`src/rtl/mem_arbiter_if.sv`:
```
// mem_arbiter_if -- one memory request/response port.
// The requester drives valid/instr/addr/wdata/wstrb.
// The responder returns rdata and a one-cycle ready pulse.
// The master modport is the requester side; the slave modport is the responder side.
interface mem_arbiter_if;
    logic        valid;
    logic        instr;
    logic [31:0] addr;
    logic [31:0] wdata;
    logic [3:0]  wstrb;
    logic [31:0] rdata;
    logic        ready;

    modport master (output valid, instr, addr, wdata, wstrb, input  rdata, ready);
    modport slave  (input  valid, instr, addr, wdata, wstrb, output rdata, ready);
endinterface

```
`src/rtl/mem_arbiter.sv`:
```
// mem_arbiter -- shares one memory port between an instruction-fetch port and a data port.
// Each port holds one pending request.
// At most one memory transaction is outstanding at a time.
// Optional macro ARB_ROUND_ROBIN_EN: when both ports contend, grant the port that was not granted last.
// With the macro undefined, the data port always wins a conflict.
module mem_arbiter (
    input  logic          clk,
    input  logic          rst,
    mem_arbiter_if.slave  imem,
    mem_arbiter_if.slave  dmem,
    mem_arbiter_if.master mem
);
    typedef enum logic [1:0] { IDLE, WAIT_I, WAIT_D } state_t;

    state_t      state;

    logic        i_pend, d_pend;
    logic        i_instr_q, d_instr_q;
    logic [31:0] i_addr_q, d_addr_q;
    logic [31:0] i_wdata_q, d_wdata_q;
    logic [3:0]  i_wstrb_q, d_wstrb_q;
`ifdef ARB_ROUND_ROBIN_EN
    logic        last_grant_d;
`endif

    logic        i_req, d_req;
    logic        grant_d;
    logic        issue, issue_d;
    logic        sel_instr;
    logic [31:0] sel_addr, sel_wdata;
    logic [3:0]  sel_wstrb;

    // A port wants the memory if it already holds a request or one is arriving now
    always_comb begin
        i_req = i_pend | imem.valid;
        d_req = d_pend | dmem.valid;
    end

    // Conflict policy used when a grant is decided from IDLE
    always_comb begin
`ifdef ARB_ROUND_ROBIN_EN
        if (i_req && d_req) begin
            grant_d = ~last_grant_d;
        end else begin
            grant_d = d_req;
        end
`else
        grant_d = d_req;
`endif
    end

    // Decide whether a new memory request goes out at the next edge and for which port
    always_comb begin
        issue   = 1'b0;
        issue_d = 1'b0;
        case (state)
            IDLE: begin
                issue   = i_req | d_req;
                issue_d = grant_d;
            end
            WAIT_I: begin
                issue   = mem.ready & d_req;
                issue_d = 1'b1;
            end
            WAIT_D: begin
                issue   = mem.ready & i_req;
                issue_d = 1'b0;
            end
            default: begin
                issue   = 1'b0;
                issue_d = 1'b0;
            end
        endcase
    end

    // Fields of the granted port: the stored copy if pending, else the live inputs
    always_comb begin
        if (issue_d) begin
            sel_instr = d_pend ? d_instr_q : dmem.instr;
            sel_addr  = d_pend ? d_addr_q  : dmem.addr;
            sel_wdata = d_pend ? d_wdata_q : dmem.wdata;
            sel_wstrb = d_pend ? d_wstrb_q : dmem.wstrb;
        end else begin
            sel_instr = i_pend ? i_instr_q : imem.instr;
            sel_addr  = i_pend ? i_addr_q  : imem.addr;
            sel_wdata = i_pend ? i_wdata_q : imem.wdata;
            sel_wstrb = i_pend ? i_wstrb_q : imem.wstrb;
        end
    end

    // Arbiter FSM, per-port pending registers and the registered memory-side request
    always_ff @(posedge clk) begin
        if (rst) begin
            state     <= IDLE;
            i_pend    <= 1'b0;
            d_pend    <= 1'b0;
            i_instr_q <= 1'b0;
            d_instr_q <= 1'b0;
            i_addr_q  <= '0;
            d_addr_q  <= '0;
            i_wdata_q <= '0;
            d_wdata_q <= '0;
            i_wstrb_q <= '0;
            d_wstrb_q <= '0;
            mem.valid <= 1'b0;
            mem.instr <= 1'b0;
            mem.addr  <= '0;
            mem.wdata <= '0;
            mem.wstrb <= '0;
`ifdef ARB_ROUND_ROBIN_EN
            last_grant_d <= 1'b1;
`endif
        end else begin
            mem.valid <= issue;
            if (issue) begin
                mem.instr <= sel_instr;
                mem.addr  <= sel_addr;
                mem.wdata <= sel_wdata;
                mem.wstrb <= sel_wstrb;
                state     <= issue_d ? WAIT_D : WAIT_I;
`ifdef ARB_ROUND_ROBIN_EN
                last_grant_d <= issue_d;
`endif
            end else if (state != IDLE && mem.ready) begin
                state <= IDLE;
            end

            if (state == WAIT_I && mem.ready) begin
                i_pend <= 1'b0;
            end else if (!i_pend && imem.valid) begin
                i_pend    <= 1'b1;
                i_instr_q <= imem.instr;
                i_addr_q  <= imem.addr;
                i_wdata_q <= imem.wdata;
                i_wstrb_q <= imem.wstrb;
            end

            if (state == WAIT_D && mem.ready) begin
                d_pend <= 1'b0;
            end else if (!d_pend && dmem.valid) begin
                d_pend    <= 1'b1;
                d_instr_q <= dmem.instr;
                d_addr_q  <= dmem.addr;
                d_wdata_q <= dmem.wdata;
                d_wstrb_q <= dmem.wstrb;
            end
        end
    end

    // Completion steering: only the port that owns the outstanding transaction sees ready
    assign imem.ready = mem.ready & (state == WAIT_I) & ~rst;
    assign dmem.ready = mem.ready & (state == WAIT_D) & ~rst;
    assign imem.rdata = mem.rdata;
    assign dmem.rdata = mem.rdata;
endmodule
```
`src/flat_wrapper.sv`:
```
// flat-port wrapper written by rule: the top's interface ports become plain ports
module mem_arbiter_flat 
  (clk, rst, imem_valid, imem_instr, imem_addr, imem_wdata, imem_wstrb, imem_rdata, imem_ready, dmem_valid, dmem_instr, dmem_addr, dmem_wdata, dmem_wstrb, dmem_rdata, dmem_ready, mem_valid, mem_instr, mem_addr, mem_wdata, mem_wstrb, mem_rdata, mem_ready);
  mem_arbiter_if imem_i ();
  mem_arbiter_if dmem_i ();
  mem_arbiter_if mem_i ();
  input  logic clk;
  input  logic rst;
  input wire logic [$bits(imem_i.valid)-1:0] imem_valid;
  input wire logic [$bits(imem_i.instr)-1:0] imem_instr;
  input wire logic [$bits(imem_i.addr)-1:0] imem_addr;
  input wire logic [$bits(imem_i.wdata)-1:0] imem_wdata;
  input wire logic [$bits(imem_i.wstrb)-1:0] imem_wstrb;
  output wire logic [$bits(imem_i.rdata)-1:0] imem_rdata;
  output wire logic [$bits(imem_i.ready)-1:0] imem_ready;
  input wire logic [$bits(dmem_i.valid)-1:0] dmem_valid;
  input wire logic [$bits(dmem_i.instr)-1:0] dmem_instr;
  input wire logic [$bits(dmem_i.addr)-1:0] dmem_addr;
  input wire logic [$bits(dmem_i.wdata)-1:0] dmem_wdata;
  input wire logic [$bits(dmem_i.wstrb)-1:0] dmem_wstrb;
  output wire logic [$bits(dmem_i.rdata)-1:0] dmem_rdata;
  output wire logic [$bits(dmem_i.ready)-1:0] dmem_ready;
  output wire logic [$bits(mem_i.valid)-1:0] mem_valid;
  output wire logic [$bits(mem_i.instr)-1:0] mem_instr;
  output wire logic [$bits(mem_i.addr)-1:0] mem_addr;
  output wire logic [$bits(mem_i.wdata)-1:0] mem_wdata;
  output wire logic [$bits(mem_i.wstrb)-1:0] mem_wstrb;
  input wire logic [$bits(mem_i.rdata)-1:0] mem_rdata;
  input wire logic [$bits(mem_i.ready)-1:0] mem_ready;
  assign imem_i.valid = imem_valid;
  assign imem_i.instr = imem_instr;
  assign imem_i.addr = imem_addr;
  assign imem_i.wdata = imem_wdata;
  assign imem_i.wstrb = imem_wstrb;
  assign imem_rdata = imem_i.rdata;
  assign imem_ready = imem_i.ready;
  assign dmem_i.valid = dmem_valid;
  assign dmem_i.instr = dmem_instr;
  assign dmem_i.addr = dmem_addr;
  assign dmem_i.wdata = dmem_wdata;
  assign dmem_i.wstrb = dmem_wstrb;
  assign dmem_rdata = dmem_i.rdata;
  assign dmem_ready = dmem_i.ready;
  assign mem_valid = mem_i.valid;
  assign mem_instr = mem_i.instr;
  assign mem_addr = mem_i.addr;
  assign mem_wdata = mem_i.wdata;
  assign mem_wstrb = mem_i.wstrb;
  assign mem_i.rdata = mem_rdata;
  assign mem_i.ready = mem_ready;
  mem_arbiter u_core (.clk(clk), .rst(rst), .imem(imem_i), .dmem(dmem_i), .mem(mem_i));
endmodule
```
`config.mk`:
```
export PLATFORM = sky130hd
export DESIGN_NAME = mem_arbiter_flat
export DESIGN_NICKNAME = d
export VERILOG_FILES = /design/src/rtl/mem_arbiter_if.sv /design/src/rtl/mem_arbiter.sv /design/src/flat_wrapper.sv
export SDC_FILE = /design/constraint.sdc
export NUM_CORES = 1
export LEC_CHECK = 0
export ABC_AREA = 0
export ABC_CLOCK_PERIOD_IN_PS = 2600
export BUFFER_PORTS_ARGS = -buffer_cell sky130_fd_sc_hd__buf_2
export CORE_ASPECT_RATIO = 0.6
export CORE_UTILIZATION = 45
export DETAILED_ROUTE_END_ITERATION = 6
export GPL_TIMING_DRIVEN = 1
export PLACE_DENSITY = 0.71
export SKIP_LAST_GASP = 1
export SLEW_MARGIN = 20
export SYNTH_ARGS = -nofsm -noshare
export SYNTH_HDL_FRONTEND = slang
export SYNTH_SLANG_ARGS = --single-unit
```
`constraint.sdc`:
```
create_clock -name clk -period 2.6 [get_ports clk]
set_input_delay 0.13 -clock clk [delete_from_list [all_inputs] [get_ports clk]]
set_output_delay 0.13 -clock clk [all_outputs]
set_load 0.01 [all_outputs]
```
==> impl_metrics.toml, run 1 <==
[critical_path]
cp-start-kind = "flip-flop"
critPathKind = "flip-flop to flip-flop"
critPathCaptureType = "flip-flop"
cp-startpoint = "u_core.state[0]"
r2r_start = "u_core.state[0]"
worstPathRequired_ns = 3.03
crit_fanout = 35
crit_arrival_ns = 2.59

[drt]
post_drt_via_cell_ratio = 5.24
first_iter_violations = 569
routedWlPerCell_microns = 17.3
ant_nets = 0
first_pass_iters = 6
dr_total_vias = 9416
drt_wl_total_microns = 31100
drc_errors = 0

[sta]
hold_viol_final = 0
period_minus_slack_ns = 2.16
fin_ws_ns = 0.443
finalCritPeriodShare_pct = 83.0
tightest_slew_ns = 0.997
maxSlewHeadroom_pct = 33.6
setup_viol_count_final = 0
slew_viol_final = 0
grt_setup_unrepaired = "no"
clock_skew_ns = 0.0129
max_freq_mhz = 464
setup_tns_ns = 0

[floorplan]
core_sq_um = 23200
start_util_pct = 46.1
die_area_sq_um = 24400
die_width_microns = 201
chipHeight_microns = 121
num_rows = 43
ios = 311

[yosys]
synthTopCellsByArea = "dfxtp_1 (40%), mux2i_1 (13%), nand2_1 (9.8%), mux2_2 (7.3%), a21oi_1 (6.6%)"
ys_types = 29
synth_top_area_cell = "dfxtp_1"
synth_top_area_share_pct = 39.7
synth_flop_cell = "dfxtp_1"
ys_ff_latch = 212
yosysSeqAreaShare_pct = 39.7
syn_avg_cell_area_sq_um = 8.63
netlist_instances = 1238
synth_edf_count = 0
netlist_area_sq_um = 10700
syn-num-nets = 1417
ys_async_sr_fraction_pct = 0
yosys_warnings = 0

[global_route]
grt.overflow.total = 0
grt_max_degree = 215
grt_pass1_wl_microns = 48900
grt_pass1_vias = 9216
antenna_found_initial = 2
grt_usage_pct = 25.0

[layout]
regArea_sq_um = 4250
drive_gt1_share_pct = 27.3
multi_input_area_sq_um = 5490
nNetsFinal = 1647
areaGrowthSynthToFinish_pct = 26.4
fillCellCount = 2030

[pwr]
p_int_mw = 7.60
comb_power_share_pct = 37.9
switching_share_pct = 35.1
p_switching_mw = 4.11
p_total_mw = 11.7
leakage_nw = 5.55
seq_power_share_pct = 36.9
p_per_area_nw_per_um2 = 867
peakVddDrop_mv = 0.430
pwr-share-clk_pct = 25.2

[clocking]
post_cts_resized = 0
clock_path_buffers = 3
htreeDepth = 1
insertion_delay_ns = 0.51
root_buffer = "clkbuf_16"
cts_tree = "yes"
cts.sinks = 212
cts_buffers = 22
clkSlewWorstSetupHoldPaths_ns = 0.06

[flow_run]
maxCapViolCount = 0

[outcome]
status = "completed"

[placed_design]
post-dp-hpwl_microns = 17400
dpl_worst_slack_ns = 0.465
place_congestion = 0.760
io_buffers = 214

[hold_path]
hold_class = "primary input to flip-flop"
min-delay-start = "rst"
==> Yosys cell counts, types with 4 or more instances <==
cell,count
a21oi_1,140
buf_1,23
buf_2,19
buf_4,68
buf_6,7
clkbuf_1,49
dfxtp_1,212
ha_1,4
mux2_2,69
mux2i_1,138
nand2_1,278
nor2_1,4
nor2b_1,69
o21ai_0,69
o21ai_2,69
==> cell usage in the layout (no fill, tap or decap), drive strengths merged <==
cell type	n
nor2	4
nand2	278
o21ai	138
mux2	69
o22ai	1
and3b	2
o21ba	1
a31o	2
a21o	1
or3	1
mux2i	138
o31ai	1
diode	2
nand3b	2
buf	231
nor2b	69
dlygate4sd3	141
clkinv	1
a21oi	140
a211oi	2
or2	1
inv	4
ha	4
clkbuf	35
dfxtp	212
o211ai	1
nor4b	1
==> cell families (layout without fill, tap and decap cells) <==
group	after synthesis	count (layout)	synth area share, %
fa+ha+maj	4	4	0.468
flops	212	212	39.7
simple gates	358	358	14.4
other cells	0	2	0
buf+inv	170	412	9.07
mux	207	207	20.2
compound gates	287	287	16.1
==> final timing paths <==
kind	to	slack, ns	cells past startpoint
max	u_core.mem.wdata[7]	0.44	7
min	u_core.mem.valid	0.24	3
max reg2reg	u_core.mem.wdata[7]	0.44	7
min reg2reg	u_core.d_wdata_q[29]	0.45	2
==> power groups by stage <==
| stage | Combinational [mW] | Sequential (mW) | Clock [mW] |
|---|---|---|---|
| 2_1_floorplan | 2.79 | 4.53 | 0 |
| 3_3_place_gp | 4.20 | 4.35 | 0 |
| 3_5_place_dp | 4.25 | 4.38 | 0 |
| 4_1_cts | 4.43 | 4.32 | 3.01 |
| 5_1_grt | 4.79 | 4.40 | 3.14 |
| 6_report | 4.44 | 4.32 | 2.95 |
==> layer usage <==
metal / share of wire, % / vias up / GRT usage [%] / wire [microns]
met1: 46 / 4449 / 33.1 / 14200
met5: 0 / - / 0 / 0
met2: 46 / 349 / 41.6 / 14300
met4: 1.5 / 0 / 5.06 / 478
li1: - / 4579 / - / -
met3: 6.9 / 39 / 5.88 / 2130
==> worst max-delay path, stage by stage, from the launching register on <==
cell and delay, ns:
dfxtp_1 0.38, inv_1 0.09, ha_1 0.29, a21oi_1 0.06
a31o_2 0.24, or3_4 0.52, buf_12 0.27, o21ai_2 0.17
==> through the flow <==
stage / hold WS, ns / util (%) / cell area (sq um) / cells
after floorplan: 0.233 / - / 10700 / 1238
after global placement: 0.260 / 49.3 / 11400 / 1618
after detailed placement: 0.260 / 49.3 / 11400 / 1618
after CTS: 0.217 / 58.2 / 13500 / 1795
after global routing: 0.260 / 58.2 / 13500 / 1796
final: 0.237 / 58.2 / 13500 / 1797
==> sequential cells by signal (all words and copies together), names as in the netlist, 2 cells and up <==
| name | count |
|---|---|
| u_core.i_addr_q | 32 |
| u_core.d_wdata_q | 32 |
| u_core.mem.wstrb | 4 |
| u_core.mem.addr | 32 |
| u_core.d_wstrb_q | 4 |
| u_core.state | 2 |
| u_core.i_wdata_q | 32 |
| u_core.i_wstrb_q | 4 |
| u_core.d_addr_q | 32 |
| u_core.mem.wdata | 32 |
==> area by class of cell <==
| cell class | count | area share [%] |
|---|---|---|
| Timing Repair Buffer | 372 | 20.0 |
| Antenna cell | 2 | 0.0371 |
| Sequential cell | 212 | 31.5 |
| Clock inverter | 1 | 0.0371 |
| Multi-Input combinational cell | 856 | 40.6 |
| Clock buffer | 35 | 4.74 |
| Inverter | 4 | 0.111 |
| Tap cell | 315 | 2.92 |
==> timing repair <==
action | CTS | global route
setup buffers | 0 | 0
hold buffers | 141 | 0
hold endpoints to repair | 140 | 0
Note: power is estimated with default switching activity, not from simulation.
==> run 2: changes to the inputs <==
ABC_CLOCK_PERIOD_IN_PS = 1900   (was 2600)
PLACE_DENSITY = 0.74   (was 0.71)
clock period = 1.9 ns   (was 2.6 ns; I/O delays follow)
==> impl_metrics.toml, run 2 (synthesis gave the netlist of run 1 again) <==
[critical_path]
crit_arrival_ns = 2.29
critPathCaptureType = "flip-flop"
worstPathRequired_ns = 2.33
critPathKind = "flip-flop to flip-flop"
cp-start-kind = "flip-flop"
crit_fanout = 8

[sta]
max_freq_mhz = 539
slew_viol_final = 0
holdWs_ns = 0.0503
period_minus_slack_ns = 1.86
maxSlewHeadroom_pct = 68.8
tightest_slew_ns = 0.468
setup_viol_count_final = 0
hold_viol_final = 0
fin_ws_ns = 0.0433
clock_skew_ns = 0.0130
finalCritPeriodShare_pct = 97.7

[global_route]
grt_pass1_wl_microns = 47900
antenna_found_initial = 1
grt_pass1_vias = 8827
grt.overflow.total = 0
use_met3_pct = 4.59
use_met1_pct = 33.4
use_met2_pct = 40.3
grt_usage_pct = 24.5
grt_max_degree = 90
grt-busiest-layer = "met2"

[floorplan]
die_area_sq_um = 24400
chipHeight_microns = 121
die_width_microns = 201
ios = 311
num_rows = 43
core_sq_um = 23200
start_util_pct = 46.1

[clocking]
clkSlewWorstSetupHoldPaths_ns = 0.07
cts_tree = "yes"
cts_buffers = 21
htreeDepth = 1
root_buffer = "clkbuf_16"
insertion_delay_ns = 0.51
clock_path_buffers = 3
cts.sinks = 212

[drt]
drc_errors = 0
routedWlPerCell_microns = 17.7
post_drt_via_cell_ratio = 5.17
drt_wl_total_microns = 32200
first_iter_violations = 638
dr_total_vias = 9428
first_pass_iters = 5
ant_nets = 0

[hold_path]
hold_class = "primary input to flip-flop"

[layout]
fillCellCount = 1898
final_util_pct = 60.5
nNetsFinal = 1670
areaGrowthSynthToFinish_pct = 31.3
layout_commonest_cell = "nand2_1"
drive_gt1_share_pct = 29.4
final_cell_mix = "nand2_1 (278), buf_2 (213), dfxtp_1 (208)"

[pwr]
p_per_area_nw_per_um2 = 1220
leakage_nw = 5.80
peakVddDrop_mv = 0.698

[placed_design]
place_congestion = 0.811
post-dp-hpwl_microns = 18200
io_buffers = 214
dpl_worst_slack_ns = 0.0280

[flow_run]
maxCapViolCount = 0

[outcome]
status = "completed"
-- run 2: cell types whose count changed in the layout (fill, tap and decap cells not counted), sizes merged, moves of 2 or more --
cell    change
clkinv      +2
clkbuf      -2
buf        +17
bufinv      +3
inv         +2
-- run 2: layer usage --
layer	wire length, microns	part of all wire [%]	vias up
li1	-	-	4628
met1	15100	47	4385
met2	14200	44	369
met3	2270	7.1	46
met4	574	1.8	0
met5	0	0	-
-- run 2: where the power goes --
part	total [mW]	switching [mW]	internal, mW	leakage (nW)
Clock	4.43	1.83	2.60	0.354
Combinational	6.77	3.63	3.14	3.70
Sequential	5.95	0.528	5.42	1.74
Total	17.2	5.99	11.2	5.80
-- run 2: worst paths after layout --
check                              end  depth (start not counted)                 start  slack [ns]
hold / removal         u_core.state[1]                          4             mem_ready        0.05
setup reg to reg  u_core.mem.wdata[12]                          7       u_core.state[1]        0.04
setup / recovery  u_core.mem.wdata[12]                          7       u_core.state[1]        0.04
hold reg to reg   u_core.i_wdata_q[14]                          2  u_core.i_wdata_q[14]        0.45
-- run 2: critical path: stages (launching register included) --
cell,delay [ns]
dfxtp_4,0.38
inv_4,0.05
ha_4,0.25
a21oi_2,0.05
a31o_4,0.23
or3_4,0.49
clkbuf_16,0.22
o21ai_2,0.12
-- run 2: stage by stage --
step	TNS (ns)	instance area [sq um]	power, mW	std cells
after global placement	0	11600	11.9	1630
after detailed placement	0	11600	12.0	1630
final	0	14000	17.2	1822
after global routing	-0.0422	14000	18.0	1821
after floorplan	0	10700	10.0	1238
after CTS	-0.00643	13800	16.7	1809
-- run 2: timing repair --
action | in CTS | in global routing
hold endpoints to repair | 141 | 0
pin swaps | 0 | 32
gates resized for setup | 0 | 15
gates cloned | 0 | 10
setup buffers | 0 | 1
hold buffers | 142 | 0
setup endpoints to repair | 1 | 71
-- run 2: cell type report --
type | instances | area, sq um | area share (%)
Inverter | 4 | 17.5 | 0.125
Clock buffer | 28 | 592 | 4.22
Tap cell | 315 | 394 | 2.81
Sequential cell | 212 | 4260 | 30.3
Clock inverter | 9 | 128 | 0.909
Antenna cell | 2 | 5.00 | 0.0357
Multi-Input combinational cell | 857 | 5550 | 39.5
Timing Repair Buffer | 395 | 3100 | 22.1
==> run 3: changes to the inputs <==
ABC_CLOCK_PERIOD_IN_PS = 1800   (was 1900)
PLACE_DENSITY = 0.71   (was 0.74)
clock period = 1.8 ns   (was 1.9 ns; I/O delays follow)
==> impl_metrics.toml, run 3 (synthesis gave the netlist of run 1 again) <==
[outcome]
status = "complete, but fails checks"
violations = "negative setup slack"

[placed_design]
place_congestion = 0.801
post-dp-hpwl_microns = 18800
io_buffers = 214
place_area_sq_um = 11700
dpl_worst_slack_ns = -0.00587

[pwr]
seq_power_share_pct = 34.9
comb_power_share_pct = 40.1
p_per_area_nw_per_um2 = 1280
peakVddDrop_mv = 0.736
pwr-share-clk_pct = 24.9
switching_share_pct = 35.0
p_total_mw = 18.0
p_switching_mw = 6.32
leakage_nw = 5.80
p_int_mw = 11.7

[clocking]
insertion_delay_ns = 0.50
clock_path_buffers = 3
cts_tree = "yes"
cts.sinks = 212
clkSlewWorstSetupHoldPaths_ns = 0.07
root_buffer = "clkbuf_16"
htreeDepth = 1
cts_buffers = 21

[floorplan]
die_area_sq_um = 24400
chipHeight_microns = 121
start_util_pct = 46.1
num_rows = 43
die_width_microns = 201
ios = 311
core_sq_um = 23200

[flow_run]
maxCapViolCount = 0

[global_route]
antenna_found_initial = 5
grt.overflow.total = 0
grt_max_degree = 125
grt_pass1_vias = 9199
grt_pass1_wl_microns = 48800
grt_usage_pct = 24.8

[critical_path]
r2r_start = "u_core.state[1]"
cp-start-kind = "flip-flop"
reg2reg_slack_ns = -0.04
worstPathRequired_ns = 2.24
max_stage_delay_ns = 0.47
crit_arrival_ns = 2.28
worstPathCellList = "inv_4 -> ha_4 -> a21oi_2 -> a31o_2 -> or3_4 -> clkbuf_16 -> o21ai_2"
cp_slowest_cell = "or3_4"
critPathCaptureType = "flip-flop"
crit_fanout = 8
critPathKind = "flip-flop to flip-flop"
r2r_cells = 7
r2r-end = "u_core.mem.addr[21]"

[sta]
finalCritPeriodShare_pct = 102
tightest_slew_ns = 0.576
setup_viol_count_final = 39
grt_setup_unrepaired = "yes"
clock_skew_ns = 0.00803
maxSlewHeadroom_pct = 61.6
slew_viol_final = 0
hold_viol_final = 0
max_freq_mhz = 542
period_minus_slack_ns = 1.84
fin_ws_ns = -0.0437

[layout]
nNetsFinal = 1669
final_area_sq_um = 14100
final_cell_mix = "nand2_1 (278), buf_2 (213), dfxtp_1 (208)"
drive_gt1_share_pct = 29.6
fillCellCount = 1913
regArea_sq_um = 4260
layout_commonest_cell = "nand2_1"
areaGrowthSynthToFinish_pct = 31.6
multi_input_area_sq_um = 5540

[hold_path]
hold_class = "primary input to flip-flop"
worstHoldEndpoint = "u_core.d_wdata_q[8]"
min-delay-start = "rst"
hold_depth = 3

[drt]
ant_nets = 0
post_drt_via_cell_ratio = 5.25
routedWlPerCell_microns = 17.7
drc_errors = 0
first_pass_iters = 5
dr_total_vias = 9581
first_iter_violations = 624
drt_wl_total_microns = 32300
==> run 3: cell count changes in the layout (fill, tap and decap cells not counted), sizes merged <==
cell,previous run,this run
diode,2,5
bufinv,3,1
clkinvlp,1,3
buf,248,247
clkbuf,33,34
clkinv,3,4
dlygate4sd3,142,141
inv,6,5
==> run 3: timing repair <==
action	CTS	global route
hold buffers	141	0
setup buffers	0	0
pin swaps	0	53
cloned	0	10
setup endpoints to repair	25	135
endpoints found under the hold margin	140	0
gates resized for setup	0	15
==> run 3: power groups by stage <==
stage	registers [mW]	logic, mW	clock network [mW]
after floorplan	6.55	4.04	0
after global placement	6.35	6.35	0
after detailed placement	6.37	6.46	0
after CTS	6.27	6.72	4.58
after global routing	6.39	7.71	4.78
final	6.30	7.23	4.49
==> run 3: layer usage <==
metal / global-route usage (%) / part of all wire [%]
met3: 5.53 / 7.4
met4: 5.25 / 1.7
met5: 0 / 0
met2: 40.7 / 45
met1: 33.4 / 46
==> run 3: cell type report <==
| type | instances | area share (%) |
|---|---|---|
| Multi-Input combinational cell | 857 | 39.4 |
| Sequential cell | 212 | 30.3 |
| Timing Repair Buffer | 394 | 22.3 |
| Clock buffer | 28 | 4.43 |
| Tap cell | 315 | 2.80 |
| Clock inverter | 9 | 0.578 |
| Inverter | 4 | 0.125 |
| Antenna cell | 5 | 0.0890 |
==> run 3: how the worst max path moves through the flow <==
stage / startpoint / to / depth (start not counted)
final: u_core.state[1] / u_core.mem.addr[21] / 7
after global routing: u_core.state[1] / u_core.mem.wdata[8] / 7
after CTS: u_core.state[0] / u_core.mem.addr[21] / 7
after detailed placement: u_core.state[0] / u_core.mem.addr[21] / 7
after global placement: u_core.state[1] / u_core.mem.addr[22] / 7
after floorplan: u_core.state[0] / u_core.mem.addr[0] / 9
==> run 3: worst max-delay path: cells and delay by family, from the launching register on <==
family	cells	cell delay, ns
buf+inv	2	0.27
fa+ha+maj	1	0.25
flops	1	0.39
compound gates	3	0.40
simple gates	1	0.47
==> run 3: stage by stage <==
stage	TNS (ns)	std cells	utilization [%]	hold slack [ns]
after CTS	-0.183	1809	59.5	0.102
after floorplan	0	1238	-	0.193
after global placement	0	1631	50.4	0.180
after global routing	-3.38	1824	60.6	0.123
after detailed placement	-0.00745	1631	50.4	0.180
final	-0.893	1824	60.6	0.0970
